### config.mk
export PLATFORM = sky130hd
export DESIGN_NAME = clock_tick_gen
export DESIGN_NICKNAME = d
export VERILOG_FILES = /design/src/rtl/clock_pkg.sv /design/src/rtl/tick_divider.sv /design/src/rtl/clock_tick_gen.sv
export SDC_FILE = /design/constraint.sdc
export NUM_CORES = 1
export LEC_CHECK = 0
export ABC_AREA = 1
export CORE_UTILIZATION = 45
export DETAILED_ROUTE_END_ITERATION = 7
export PLACE_DENSITY = 0.66
export SLEW_MARGIN = 25
export SYNTH_ARGS = -nofsm -noshare
export SYNTH_HDL_FRONTEND = slang
export SYNTH_SLANG_ARGS = --single-unit
export TNS_END_PERCENT = 20
### constraint.sdc
create_clock -name clk -period 2.31 [get_ports clk]
set_input_delay 0.3465 -clock clk [delete_from_list [all_inputs] [get_ports clk]]
set_output_delay 0.3465 -clock clk [all_outputs]
set_load 0.03 [all_outputs]
### src/rtl/clock_pkg.sv
// Purpose : shared frequency defaults and divider sizing helpers for the clock front end.
// Latency : n/a (constants and elaboration-time functions only).
// Backpressure: n/a.
//
// Contents:
//   DEF_*                 default board / output frequencies, shared with the seg_counter-level top
//   half_period()         board cycles per half period of an output frequency
//   fast_half()           half period of the slow divider while fast-forwarding
//   cnt_width()           counter width able to hold 0..half-1 (never narrower than 1 bit)
package clock_pkg;

  localparam int DEF_CLK_HZ    = 100_000_000;
  localparam int DEF_SLOW_HZ   = 1;
  localparam int DEF_MUX_HZ    = 500;
  localparam int DEF_FAST_MULT = 60;

  // A zero or negative output frequency yields 0, which the top rejects at elaboration.
  function automatic int half_period(input int clk_hz, input int out_hz);
    if (out_hz < 1) return 0;
    return clk_hz / (2 * out_hz);
  endfunction

  // A zero or negative multiplier yields 0, which the top rejects at elaboration.
  function automatic int fast_half(input int half_s, input int mult);
    if (mult < 1) return 0;
    return half_s / mult;
  endfunction

  // $clog2(half) bits hold half-1; a half period of 1 still needs a 1-bit counter.
  function automatic int cnt_width(input int half);
    if (half < 2) return 1;
    return $clog2(half);
  endfunction

endpackage

### src/rtl/tick_divider.sv
// Purpose : counter-based divider producing a 50% square wave and a 1-cycle rise tick.
// Latency : square toggles on the edge where count reaches term; tick is registered on that same edge.
// Backpressure: none; en=0 freezes count and square (tick forced low), clr restarts the phase.
//
// Ports:
//   clk   in      board clock, all state on posedge
//   rst   in      synchronous active-high reset (beats everything)
//   en    in      1 = count advances
//   clr   in      synchronous phase clear, beats a coincident terminal count
//   term  in [W]  terminal count (half period - 1); may change at any cycle
//   sq    out     registered square wave
//   tick  out     registered pulse, high during the first cycle sq is high
module tick_divider
  import clock_pkg::*;
#(
  parameter int W = 1
) (
  input  logic         clk,
  input  logic         rst,
  input  logic         en,
  input  logic         clr,
  input  logic [W-1:0] term,
  output logic         sq,
  output logic         tick
);

  logic [W-1:0] cnt;

  always_ff @(posedge clk) begin
    if (rst || clr) begin
      cnt  <= '0;
      sq   <= 1'b0;
      tick <= 1'b0;
    end else if (!en) begin
      // Paused: count and square hold, but a held tick would read as a second rise.
      tick <= 1'b0;
    end else if (cnt >= term) begin
      // ">=" rather than "==": if term drops below the current count (fast switch),
      // the very next counting edge becomes terminal instead of wrapping the counter.
      cnt  <= '0;
      sq   <= ~sq;
      tick <= ~sq;
    end else begin
      cnt  <= cnt + 1'b1;
      tick <= 1'b0;
    end
  end

endmodule

### src/rtl/clock_tick_gen.sv
// Purpose : divides the board clock into the 1 Hz timekeeping and 500 Hz display-mux clocks.
// Latency : all outputs registered; first mux rise HALF_M cycles and first slow rise HALF_S
//           (HALF_F when fast) cycles after reset release.
// Backpressure: none; run pauses only the slow divider, the mux divider always free-runs.
//
// Ports:
//   clk         in   board clock
//   rst         in   synchronous active-high reset
//   run         in   1 = slow divider counts, 0 = slow divider frozen
//   fast        in   1 = slow half period divided by FAST_MULT (sampled every cycle)
//   clear       in   pulse: restart the slow phase from zero
//   clk_1hz     out  slow 50% square wave
//   clk_500hz   out  mux 50% square wave
//   tick_1hz    out  1-cycle pulse on each clk_1hz rise
//   tick_500hz  out  1-cycle pulse on each clk_500hz rise
module clock_tick_gen
  import clock_pkg::*;
#(
  parameter int CLK_HZ    = DEF_CLK_HZ,
  parameter int SLOW_HZ   = DEF_SLOW_HZ,
  parameter int MUX_HZ    = DEF_MUX_HZ,
  parameter int FAST_MULT = DEF_FAST_MULT
) (
  input  logic clk,
  input  logic rst,
  input  logic run,
  input  logic fast,
  input  logic clear,
  output logic clk_1hz,
  output logic clk_500hz,
  output logic tick_1hz,
  output logic tick_500hz
);

  localparam int HALF_S = half_period(CLK_HZ, SLOW_HZ);
  localparam int HALF_F = fast_half(HALF_S, FAST_MULT);
  localparam int HALF_M = half_period(CLK_HZ, MUX_HZ);

  // The slow counter is sized for the normal half period; the fast one is always shorter.
  // The mux divider gets its own width so a mux half period longer than HALF_S cannot truncate.
  localparam int WS = cnt_width(HALF_S);
  localparam int WM = cnt_width(HALF_M);

  generate
    if (FAST_MULT < 1) begin : g_bad_mult
      $error("clock_tick_gen: FAST_MULT must be >= 1");
    end
    if (HALF_S < 1) begin : g_bad_half_s
      $error("clock_tick_gen: CLK_HZ/(2*SLOW_HZ) must be >= 1");
    end
    if (HALF_F < 1) begin : g_bad_half_f
      $error("clock_tick_gen: HALF_S/FAST_MULT must be >= 1");
    end
    if (HALF_M < 1) begin : g_bad_half_m
      $error("clock_tick_gen: CLK_HZ/(2*MUX_HZ) must be >= 1");
    end
  endgenerate

  localparam logic [WS-1:0] TERM_S = WS'(HALF_S - 1);
  localparam logic [WS-1:0] TERM_F = WS'(HALF_F - 1);
  localparam logic [WM-1:0] TERM_M = WM'(HALF_M - 1);

  // fast only steers the terminal compare inside the divider; it never reaches an output
  // without passing through a register.
  logic [WS-1:0] slow_term;
  assign slow_term = fast ? TERM_F : TERM_S;

  tick_divider #(
    .W (WS)
  ) u_slow (
    .clk  (clk),
    .rst  (rst),
    .en   (run),
    .clr  (clear),
    .term (slow_term),
    .sq   (clk_1hz),
    .tick (tick_1hz)
  );

  // Display scanning must never stop, so the mux divider ignores run, fast and clear.
  tick_divider #(
    .W (WM)
  ) u_mux (
    .clk  (clk),
    .rst  (rst),
    .en   (1'b1),
    .clr  (1'b0),
    .term (TERM_M),
    .sq   (clk_500hz),
    .tick (tick_500hz)
  );

endmodule

Yosys cells after proc, flatten, opt, wreduce, memory -nomap -nowiden

Index checks and enable logic that the tools add are counted.

Bits in registers: 47
Bits of input ports: 5
Word-level logic and storage cells: 22

Add/subtract/negate cells: 2
Order comparisons: 2
Muxes and demuxes: 2
Bitwise gates (word level): 5
Reduce and logical (&&, ||, !) cells: 5

Operators by type and width:

| kind                                           | count |
|---|---|
| 2-to-1 mux 26 bit                              | 2 |
| adder 26 x 1 -> 26 bit (second input constant) | 1 |
| >= comparator 26 bit                           | 1 |
| adder 17 x 1 -> 17 bit (second input constant) | 1 |
| >= comparator 17 bit (second input constant)   | 1 |
| NOT 1 bit                                      | 5 |
| OR reduction 2 bit                             | 2 |
| OR reduction 3 bit                             | 1 |
| AND reduction 2 bit                            | 1 |
| logical OR 1 bit                               | 1 |

Logic depth before layout (Yosys ltp)

Gate-level depths: netlist of the first run.

Depth after elaboration: 4
Gate-level depth with buffers: 14

Hierarchy

A second synthesis of the first run with hierarchy kept.

Cells, all modules: 536
Area total of the unflattened synthesis: 3647.2 µm²

By module, submodules not included:

| module                | times used | cells each | area an instance (µm²) | seq. area each (µm²) |
|---|---|---|---|---|
| tick_divider (u_slow) | 1          | 317        | 2152.1                 | 560.5 |
| tick_divider (u_mux)  | 1          | 216        | 1483.9                 | 380.4 |
| clock_tick_gen        | 1          | 3          | 11.3                   | 0.0 |

Worst setup path after synthesis of the first run

Ideal clock, no wire load.

Path type: input to register
Start point: input fast
End point: register u_slow.cnt[2]
Setup time: 0.062 ns
Data arrival time: 1.622 ns
Required time: 2.248 ns
Slack: 0.627 ns
Stages on the path: 14
Path buffers: 1
Cells stage by stage: inv_1 -> ha_1 -> nand2_1 -> inv_1 -> nand2_1 -> nand2_1 -> nor2_1 -> nand2_1 -> nand2_1 -> nand3_2 -> nand2_2 -> nand2_4 -> buf_12 -> nor2_2

Cells in the longest elaborated chain, start to end: 3

Ends and longest elaborated chain:

| item                 | line                 | source |
|---|---|---|
| from (decl)          | clock_tick_gen.sv:27 | `input logic fast,` |
| 2-to-1 mux 26 bit    | clock_tick_gen.sv:66 | `assign slow_term = fast ? TERM_F : TERM_S;` |
| >= comparator 26 bit | tick_divider.sv:37   | `end else if (cnt >= term) begin` |
| 2-to-1 mux 26 bit    | tick_divider.sv:37   |  |
| to (signal assigned) | tick_divider.sv:44   | `cnt <= cnt + 1'b1;` |
| to (decl)            | tick_divider.sv:27   | `logic [W-1:0] cnt;` |

No other way between the ends.
A chain may end at the register's enable or synchronous reset.

Final worst setup path of the first run

Start point: input fast
End point: register u_slow.cnt[23]

Same word-level chain as after synthesis.

==> results of run 1 <==
## final cells by class
type | count | share of cell area
well taps | 75 | 0.0302
multi-input cells | 281 | 0.532
clock inverters | 2 | 0.00443
inverters | 46 | 0.0556
flip-flops and latches | 47 | 0.303
clock buffers | 5 | 0.0222
repair buffers | 19 | 0.0524
## stage by stage
| stage | hold WS, ns | area (sq um) | power, mW | setup TNS, ns | utilization |
|---|---|---|---|---|---|
| after global routing | 0.476 | 3110 | 1.45 | 0 | 0.519 |
| final | 0.455 | 3110 | 1.39 | 0 | 0.519 |
| after CTS | 0.462 | 3100 | 1.41 | 0 | 0.517 |
| after detailed placement | 0.448 | 3020 | 0.916 | -2.82 | 0.503 |
| after global placement | 0.429 | 3020 | 0.913 | -2.05 | 0.503 |
| after floorplan | 0.417 | 2820 | 0.893 | 0 | - |
## worst max path at each step
| stage | cells past startpoint | end | slack [ns] | start |
|---|---|---|---|---|
| 2_1_floorplan | 14 | u_slow.cnt[2]$_SDFFE_PP0P_ | 0.63 | fast |
| 3_3_place_gp | 12 | u_slow.cnt[24]$_SDFFE_PP0P_ | -0.13 | fast |
| 3_5_place_dp | 12 | u_slow.cnt[23]$_SDFFE_PP0P_ | -0.17 | fast |
| 4_1_cts | 12 | u_slow.cnt[23]$_SDFFE_PP0P_ | 0.15 | fast |
| 5_1_grt | 14 | u_slow.cnt[24]$_SDFFE_PP0P_ | 0.05 | fast |
| 6_report | 11 | u_slow.cnt[23]$_SDFFE_PP0P_ | 0.22 | fast |
## synthesized netlist by cell type (all sizes together)
| cell | n | area (sq um) |
|---|---|---|
| ha | 17 | 213 |
| buf | 4 | 52.6 |
| xnor2 | 7 | 61.3 |
| nor2 | 81 | 403 |
| o21ai | 13 | 65.1 |
| inv | 46 | 173 |
| o22ai | 1 | 6.26 |
| or2 | 1 | 6.26 |
| dfxtp | 47 | 941 |
| nand3 | 27 | 163 |
| nor4 | 2 | 18.8 |
| xor2 | 20 | 175 |
| clkbuf | 1 | 5.00 |
| nand4 | 15 | 93.8 |
| nand2 | 75 | 319 |
| a31oi | 1 | 6.26 |
| a21oi | 8 | 40.0 |
| nand3b | 2 | 15.0 |
| nor3 | 11 | 60.1 |
## logic make-up after synthesis
kind of cell             Yosys count
AND/OR/NAND/NOR                  214
flip-flops                        47
buffers and inverters             51
AO/OA/AOI/OAI                     23
XOR/XNOR                          27
adder cells (fa/ha/maj)           17
## routing by layer
layer / part of all wire / wire length, um
met5: 0 / 0
met4: 0.020 / 114
met3: 0.031 / 176
met2: 0.46 / 2620
met1: 0.48 / 2730
## state kept, by name, summed over array words and instances, names as in the netlist
register,count
u_slow.cnt,26
u_mux.cnt,17
u_mux.sq,1
u_mux.tick,1
u_slow.sq,1
u_slow.tick,1
## repair_timing
action                                  4_1_cts  5_1_grt
hold endpoints to repair                      0        0
endpoints found under the setup margin        0        3
resized for setup                             0        1
## placed cells by master, fill, tap and decap left out, types with 8 or more instances in the layout
master and instances:
sky130_fd_sc_hd__nand4_1 15, sky130_fd_sc_hd__nand2_1 68, sky130_fd_sc_hd__nor2_2 27, sky130_fd_sc_hd__a21oi_1 8, sky130_fd_sc_hd__clkdlybuf4s50_1 8, sky130_fd_sc_hd__nand3_1 23, sky130_fd_sc_hd__ha_1 17, sky130_fd_sc_hd__dfxtp_1 47
sky130_fd_sc_hd__xor2_1 20, sky130_fd_sc_hd__nor2_1 51, sky130_fd_sc_hd__buf_4 11, sky130_fd_sc_hd__inv_1 43, sky130_fd_sc_hd__nor3_1 10
## power by group
part	switching, mW	internal (mW)
Clock	0.282	0.207
Sequential	0.00463	0.815
Combinational	0.0469	0.0302
Total	0.333	1.05
==> flow_summary.ini, run 1 <==
[worst_setup_path]
setup.worst_path.end_class = flop
reg2reg_depth = 13
cp_data_required_time_ns = 2.55
critical_path.max_fanout = 23
worstPathBufferInverterCount = 3
cp_top_family = buffers and inverters
cp.arrival_ns = 2.33
worst_setup_path_start_kind = input port
rr_endpoint = u_slow.cnt[23]$_SDFFE_PP0P_
crit_path_cell_trace = clkdlybuf4s50_1 -> buf_4 -> ha_1 -> buf_4 -> a21oi_1 -> nand3_1 -> nand2_2 -> nand3_2 -> nand2_2 -> nand2_8 -> nor2_1
critPathSlowestCell = sky130_fd_sc_hd__clkdlybuf4s50_1
crit_path_max_incr_delay_ns = 0.42
r2r-start = u_slow.cnt[0]$_SDFFE_PP0P_
timing.setup.critical_path_class = input port to flop
regToRegSetupSlack_ns = 0.50

[clock_network]
cts-root-to-sink-buffers = 2
clkSlewWorstSetupHoldPaths_ns = 0.09
post-cts-setup-buffers = 0
clock-sinks = 47
cts_htree_levels = 2
hold_buffers = 0
worst_skew_pair.late_latency_ns = 0.31
cts_root_buffer = sky130_fd_sc_hd__clkbuf_8
cts-buffers-inserted = 5
tritoncts_clock_tree = yes

[global_route]
globalRouteMet1Util = 0.234
gr-usage-all-layers = 0.189
use_met2 = 0.313
grt_pass1_vias = 2195
grt_overflow = 0
gr-max-usage-layer = met2
grt_antenna_before_repair = 0
grt_first_pass_wirelength_mm = 9.60
grt.met3_usage = 0.0404
grt_start_max_net_pins = 24

[drt]
wl_per_cell_um = 11.9
number_of_drc_violations_after_detailed_routing_iteration_0 = 80
drcViolationCount = 0
firstDrtPassIters = 6
detail-route-antenna-nets = 0
num_vias = 2376
vias_per_cell = 5.00
totalWireLength_mm = 5.64

[placement]
gpl.final_weighted_congestion = 0.814
dp_hpwl_mm = 4.40
place_worst_setup_slack_ns = -0.167
port_buffers = 8
numPlacedInstances = 468

[worst_hold_path]
worst_hold_path.endpoint = u_mux.cnt[0]$_SDFF_PP0_
worst_hold_path_type = flop to flop
holdPathStages = 1
hold_path_startpoint = u_mux.cnt[0]$_SDFF_PP0_

[layout]
flow.area_growth_from_synthesis_pct = 10.3
nets = 422
multi_input_comb_area_sq_um = 1650
share_of_cells_above_drive_strength_1 = 0.163
fillerInstances = 600
register_area_sq_um = 941
diode_count = 0
finish.cell_count_without_fillers = 475

[yosys]
post_synthesis_cells = 379
yosys_register_bits = 47
postSynthNetCount = 401
synth_xor_area_frac = 0.0840
yosys.area_share.adder = 0.0755
netlist_area_sq_um = 2820
synthDistinctLibCells = 32
synth_top_family_by_area = simple AND/OR/NAND/NOR gates
synth-seq-area-share = 0.334
synth-warning-count = 0
post_synthesis_share_of_cell_area_spent_on_and_or_nand_and_nor_gates = 0.383
syn_avg_cell_area_sq_um = 7.43
synth_compound_area_frac = 0.0418
synthMuxAreaShare = 0

[sta]
timing.final.hold_violations = 0
final.period_utilization = 0.905
actual_slew_at_the_worst_max_slew_pin_ns = 0.592
grt_setup_unrepaired = false
final_setup_skew_ns = 0.0110
period_needed_ns = 2.09
setup_violations = 0
postLayoutSetupSlackWorst_ns = 0.218
worst_slew_slack_as_a_fraction_of_its_limit = 0.604
timing_max_transition_violations_final = 0
max_freq_mhz = 478

[floorplan]
die_w_um = 81.1
core_area_sq_um = 5990
initial_core_util = 0.470
die_h_um = 81.1
pin_count = 9
placement_rows = 28
floorplan.die_area_sq_um = 6580

[outcome]
result_of_the_run = finished, final reports clean

[flow_run]
max_cap_viol_count = 0

[pwr]
power-per-cell-area_nw_per_um2 = 446
static-leakage-power_nw = 1.24
maximum_resistive_drop_on_vdd_mv = 0.227
Power figures use the tool's default switching activity.
==> run 2: changes to the inputs <==
--- a/config.mk
+++ b/config.mk
@@ -6,9 +6,10 @@
 export NUM_CORES = 1
 export LEC_CHECK = 0
 export ABC_AREA = 1
-export CORE_UTILIZATION = 45
+export CORE_MARGIN = 5
+export CORE_UTILIZATION = 60
 export DETAILED_ROUTE_END_ITERATION = 7
-export PLACE_DENSITY = 0.66
+export PLACE_DENSITY = 0.83
 export SLEW_MARGIN = 25
 export SYNTH_ARGS = -nofsm -noshare
 export SYNTH_HDL_FRONTEND = slang
==> run 2 against run 1 <==
Against the previous run:
- register-to-register slack got worse by 0.06 ns
- final cell count fell by 4.8%
- final area fell by 1.0%
- clock power rose by 4.3%
- clock skew barely moved
- fmax fell by 1.5%
- critical path type unchanged
- critical endpoint unchanged
==> flow_summary.ini, run 2 (synthesis gave the netlist of run 1 again) <==
[sta]
final_setup_skew_ns = 0.0111
period_needed_ns = 2.12
setup_violations = 0
timing.final.hold_violations = 0
worst_slew_slack_as_a_fraction_of_its_limit = 0.634
final.period_utilization = 0.919
grt_setup_unrepaired = true
timing_max_transition_violations_final = 0
actual_slew_at_the_worst_max_slew_pin_ns = 0.548
max_freq_mhz = 471

[pwr]
power-per-cell-area_nw_per_um2 = 458
total_switching_power_mw = 0.320
clock_share_of_power = 0.363
maximum_resistive_drop_on_vdd_mv = 0.410
power.total_mw = 1.41
switching_share = 0.228
power_frac_comb = 0.055
p_seq_frac = 0.583
static-leakage-power_nw = 1.24
power_report.internal_total_mw = 1.09

[floorplan]
die_h_um = 78.5
placement_rows = 25
die_w_um = 78.5
core_area_sq_um = 4630
initial_core_util = 0.608
pin_count = 9
floorplan.die_area_sq_um = 6160

[clock_network]
cts_htree_levels = 2
cts-root-to-sink-buffers = 2
post-cts-setup-buffers = 0
cts-buffers-inserted = 5
clock-sinks = 47
tritoncts_clock_tree = yes
clkSlewWorstSetupHoldPaths_ns = 0.09
cts_root_buffer = sky130_fd_sc_hd__clkbuf_8
worst_skew_pair.late_latency_ns = 0.30

[drt]
totalWireLength_mm = 5.53
wl_per_cell_um = 12.2
firstDrtPassIters = 4
detail-route-antenna-nets = 0
drcViolationCount = 0
num_vias = 2404
number_of_drc_violations_after_detailed_routing_iteration_0 = 220
vias_per_cell = 5.32

[global_route]
grt_antenna_before_repair = 0
grt_start_max_net_pins = 24
gr-usage-all-layers = 0.200
grt_pass1_vias = 2291
grt_overflow = 0
grt_first_pass_wirelength_mm = 9.92

[layout]
layout_commonest_cell = sky130_fd_sc_hd__nand2_1
final_core_utilization = 0.664
largest_registers = u_slow.cnt x26, u_mux.cnt x17
flow.area_growth_from_synthesis_pct = 9.15
share_of_cells_above_drive_strength_1 = 0.158
nets = 420
most-common-layout-cells = sky130_fd_sc_hd__nand2_1 (68), sky130_fd_sc_hd__nor2_1 (51), sky130_fd_sc_hd__dfxtp_1 (47)
top_reg_by_flops = u_slow.cnt
largest_register_ff_count = 26
finish.cell_count_without_fillers = 452
diode_count = 0
fillerInstances = 389

[placement]
numPlacedInstances = 445
gpl.final_weighted_congestion = 0.884
port_buffers = 8
dp_hpwl_mm = 4.33

[worst_setup_path]
setup.worst_path.end_class = flop
critical_path.max_fanout = 23
timing.setup.critical_path_class = input port to flop
reg2reg_depth = 8
regToRegSetupSlack_ns = 0.44
cp.arrival_ns = 2.32
r2r-start = u_slow.cnt[21]$_SDFFE_PP0P_
worst_setup_path_start_kind = input port
rr_endpoint = u_slow.cnt[23]$_SDFFE_PP0P_
cp_data_required_time_ns = 2.51

[worst_hold_path]
worst_hold_path_type = flop to flop
hold_path_startpoint = u_mux.cnt[0]$_SDFF_PP0_
holdPathStages = 1
worst_hold_path.endpoint = u_mux.cnt[0]$_SDFF_PP0_

[flow_run]
max_cap_viol_count = 0

[outcome]
result_of_the_run = finished, final reports clean
-- run 2: cell count changes in the layout (fill, tap and decap cells not counted) --
cell                       delta
sky130_fd_sc_hd__clkinv_2     -1
sky130_fd_sc_hd__clkinv_4     -1
sky130_fd_sc_hd__buf_4        -2
sky130_fd_sc_hd__clkbuf_8     +1
sky130_fd_sc_hd__inv_6        +1
-- run 2: worst max-delay path, cell delays in order --
cell	delay [ns]
sky130_fd_sc_hd__clkdlybuf4s50_1	0.45
sky130_fd_sc_hd__buf_4	0.19
sky130_fd_sc_hd__ha_1	0.32
sky130_fd_sc_hd__nand2_1	0.06
sky130_fd_sc_hd__nor2_1	0.14
sky130_fd_sc_hd__nand3b_1	0.13
sky130_fd_sc_hd__nor2_1	0.10
sky130_fd_sc_hd__nand2_1	0.10
sky130_fd_sc_hd__nand3_2	0.09
sky130_fd_sc_hd__nand2_2	0.10
sky130_fd_sc_hd__nand2_8	0.21
sky130_fd_sc_hd__nor2_1	0.08
-- run 2: worst max path at each step --
stage,startpoint,end,slack (ns)
floorplan,fast,u_slow.cnt[2]$_SDFFE_PP0P_,0.63
global placement,fast,u_slow.cnt[23]$_SDFFE_PP0P_,-0.11
detailed placement,fast,u_slow.cnt[23]$_SDFFE_PP0P_,-0.22
CTS,fast,u_slow.cnt[23]$_SDFFE_PP0P_,0.11
global route,fast,u_slow.cnt[4]$_SDFFE_PP0P_,-0.004
finish,fast,u_slow.cnt[23]$_SDFFE_PP0P_,0.19
-- run 2: final cells by class --
cell class	count	area, sq um	area share
clock buffer	6	82.6	0.0269
clock inverter	1	8.76	0.00285
tap	54	67.6	0.0220
sequential	47	941	0.306
multi-input combinational	281	1650	0.538
timing repair buffer	17	148	0.0480
inverter	46	173	0.0562
-- run 2: timing repair --
action	in CTS	in global routing
endpoints found under the setup margin	0	23
hold buffers	0	0
resized for setup	0	1
endpoints found under the hold margin	0	0
-- run 2: through the flow --
stage	worst slack, ns	TNS [ns]	hold WS, ns	cell area [sq um]
2_1_floorplan	0.627	0	0.417	2820
3_3_place_gp	-0.109	-1.58	0.428	2970
3_5_place_dp	-0.224	-4.10	0.439	2970
4_1_cts	0.106	0	0.452	3070
5_1_grt	-0.00400	-0.00400	0.471	3070
6_report	0.186	0	0.446	3070
-- run 2: routing by layer --
metal,vias up,GRT usage,wire length (um)
met4,0,0.0822,106
met3,10,0.0390,274
met1,1097,0.236,2420
met2,46,0.351,2730
li1,1251,-,-
met5,-,0,0
-- run 2: power groups by stage --
stage,Clock (mW),Sequential (mW),Combinational [mW]
finish,0.510,0.820,0.0771
detailed placement,0,0.839,0.0763
floorplan,0,0.838,0.0550
global route,0.558,0.821,0.0895
CTS,0.525,0.820,0.0766
global placement,0,0.839,0.0734
==> run 3: changes to the inputs <==
--- a/config.mk
+++ b/config.mk
@@ -7,9 +7,9 @@
 export LEC_CHECK = 0
 export ABC_AREA = 1
 export CORE_MARGIN = 5
-export CORE_UTILIZATION = 60
+export CORE_UTILIZATION = 30
 export DETAILED_ROUTE_END_ITERATION = 7
-export PLACE_DENSITY = 0.83
+export PLACE_DENSITY = 0.5
 export SLEW_MARGIN = 25
 export SYNTH_ARGS = -nofsm -noshare
 export SYNTH_HDL_FRONTEND = slang
==> constraint.sdc (replaced) <==
create_clock -name clk -period 2.31 [get_ports clk]
set_input_delay 0.462 -clock clk [delete_from_list [all_inputs] [get_ports clk]]
set_output_delay 0.462 -clock clk [all_outputs]
set_load 0.03 [all_outputs]
==> run 3 against run 2 <==
Against the previous run:
- die area rose by 85%
- combinational power rose by 13%
- sequential power barely moved
- via count fell by 2.3%
- fmax rose by 14%
- utilization fell by 32 points
- critical path type unchanged
- clock power barely moved
==> flow_summary.ini, run 3 (synthesis gave the netlist of run 1 again) <==
[floorplan]
pin_count = 9
floorplan.die_area_sq_um = 11400
die_w_um = 107
placement_rows = 35
initial_core_util = 0.306
die_h_um = 107
core_area_sq_um = 9200

[sta]
fin_tns_setup_ns = 0
grt_setup_unrepaired = false
final.period_utilization = 0.810
worst_slew_slack_as_a_fraction_of_its_limit = 0.683
period_needed_ns = 1.87
setup_violations = 0
final_setup_skew_ns = 0.0103
timing_max_transition_violations_final = 0
max_freq_mhz = 535
actual_slew_at_the_worst_max_slew_pin_ns = 0.474
timing.final.hold_violations = 0
holdWs_ns = 0.451

[drt]
detail-route-antenna-nets = 0
number_of_drc_violations_after_detailed_routing_iteration_0 = 66
vias_per_cell = 4.57
drcViolationCount = 0
totalWireLength_mm = 5.94
num_vias = 2349
wl_per_cell_um = 11.6
firstDrtPassIters = 4

[global_route]
grt_overflow = 0
grt_start_max_net_pins = 19
grt_antenna_before_repair = 0
grt_first_pass_wirelength_mm = 10.8
grt_pass1_vias = 2382
gr-usage-all-layers = 0.116

[layout]
share_of_cells_above_drive_strength_1 = 0.181
fillerInstances = 986
most-common-layout-cells = sky130_fd_sc_hd__nand2_1 (67), sky130_fd_sc_hd__nor2_1 (49), sky130_fd_sc_hd__dfxtp_1 (47)
nets = 424
top_reg_by_flops = u_slow.cnt
register_area_sq_um = 941
largest_registers = u_slow.cnt x26, u_mux.cnt x17
layout_commonest_cell = sky130_fd_sc_hd__nand2_1
largest_register_ff_count = 26
diode_count = 0
multi_input_comb_area_sq_um = 1660
flow.area_growth_from_synthesis_pct = 13.9

[worst_hold_path]
worst_hold_path_type = flop to flop

[placement]
gpl.final_weighted_congestion = 0.805
port_buffers = 8
dp_hpwl_mm = 4.68

[pwr]
power_report.internal_total_mw = 1.07
p_seq_frac = 0.578
power.total_mw = 1.42
static-leakage-power_nw = 1.27
maximum_resistive_drop_on_vdd_mv = 0.201
power-per-cell-area_nw_per_um2 = 442
clock_share_of_power = 0.361
power_frac_comb = 0.061
switching_share = 0.246
total_switching_power_mw = 0.349

[worst_setup_path]
crit_path_max_incr_delay_ns = 0.31
setup.worst_path.end_class = flop
critical_path.max_fanout = 10
cp_data_required_time_ns = 2.50
timing.setup.critical_path_class = input port to flop
crit_path_cell_trace = dlymetal6s2s_1 -> buf_6 -> ha_1 -> nand2_1 -> nor2_2 -> nand3b_1 -> nor2_1 -> nand2_2 -> nand3_2 -> nand2_2 -> nand2_4 -> buf_12 -> nor2_2
critPathSlowestCell = sky130_fd_sc_hd__ha_1
cp.arrival_ns = 2.07
worst_setup_path_start_kind = input port

[clock_network]
cts-root-to-sink-buffers = 2
cts_root_buffer = sky130_fd_sc_hd__clkbuf_8
clkSlewWorstSetupHoldPaths_ns = 0.09
tritoncts_clock_tree = yes
worst_skew_pair.late_latency_ns = 0.30
cts-buffers-inserted = 5
clock-sinks = 47
cts_htree_levels = 2

[outcome]
result_of_the_run = finished, final reports clean

[flow_run]
max_cap_viol_count = 0
[run 3: layer usage]
layer | share of wire | global-route usage
met1 | 0.47 | 0.141
met2 | 0.48 | 0.201
met3 | 0.021 | 0.0199
met4 | 0.022 | 0.0475
met5 | 0 | 0
[run 3: worst paths after layout]
| kind | endpoint | cells after the start | slack (ns) | from |
|---|---|---|---|---|
| setup / recovery | u_slow.cnt[6]$_SDFFE_PP0P_ | 13 | 0.44 | fast |
| hold / removal | u_mux.cnt[0]$_SDFF_PP0_ | 1 | 0.45 | u_mux.cnt[0]$_SDFF_PP0_ |
| setup reg to reg | u_slow.cnt[6]$_SDFFE_PP0P_ | 14 | 0.52 | u_slow.cnt[0]$_SDFFE_PP0P_ |
| hold reg to reg | u_mux.cnt[0]$_SDFF_PP0_ | 1 | 0.45 | u_mux.cnt[0]$_SDFF_PP0_ |
[run 3: worst max-delay path: cells and delay by family]
kind	cells	cell delay [ns]
buffers and inverters	3	0.46
AND/OR/NAND/NOR	9	0.82
adder cells (fa/ha/maj)	1	0.31
[run 3: per-stage QoR]
step           instances   util  instance area (sq um)  setup WS, ns
6_report             514  0.349                   3210         0.440
5_1_grt              514  0.349                   3210         0.289
4_1_cts              513  0.346                   3180        0.0506
3_5_place_dp         505  0.336                   3090        -0.261
3_3_place_gp         505  0.336                   3090        -0.216
2_1_floorplan        379      -                   2820         0.511
[run 3: final cells by class]
class,instances,area share
sequential,47,0.293
tap,111,0.0433
clock inverter,3,0.00702
timing repair buffer,21,0.0651
multi-input combinational,281,0.516
inverter,46,0.0538
clock buffer,5,0.0214
[run 3: repair_timing]
item / 4_1_cts / 5_1_grt
hold buffers: 0 / 0
gates resized for setup: 0 / 8
endpoints found under the setup margin: 0 / 26
setup buffers: 0 / 1
[run 3: power groups by stage]
stage	combinational (mW)	sequential, mW	clock [mW]
finish	0.0870	0.820	0.513
floorplan	0.0550	0.838	0
detailed placement	0.0877	0.839	0
global placement	0.0869	0.838	0
global route	0.0995	0.821	0.579
CTS	0.0880	0.820	0.544
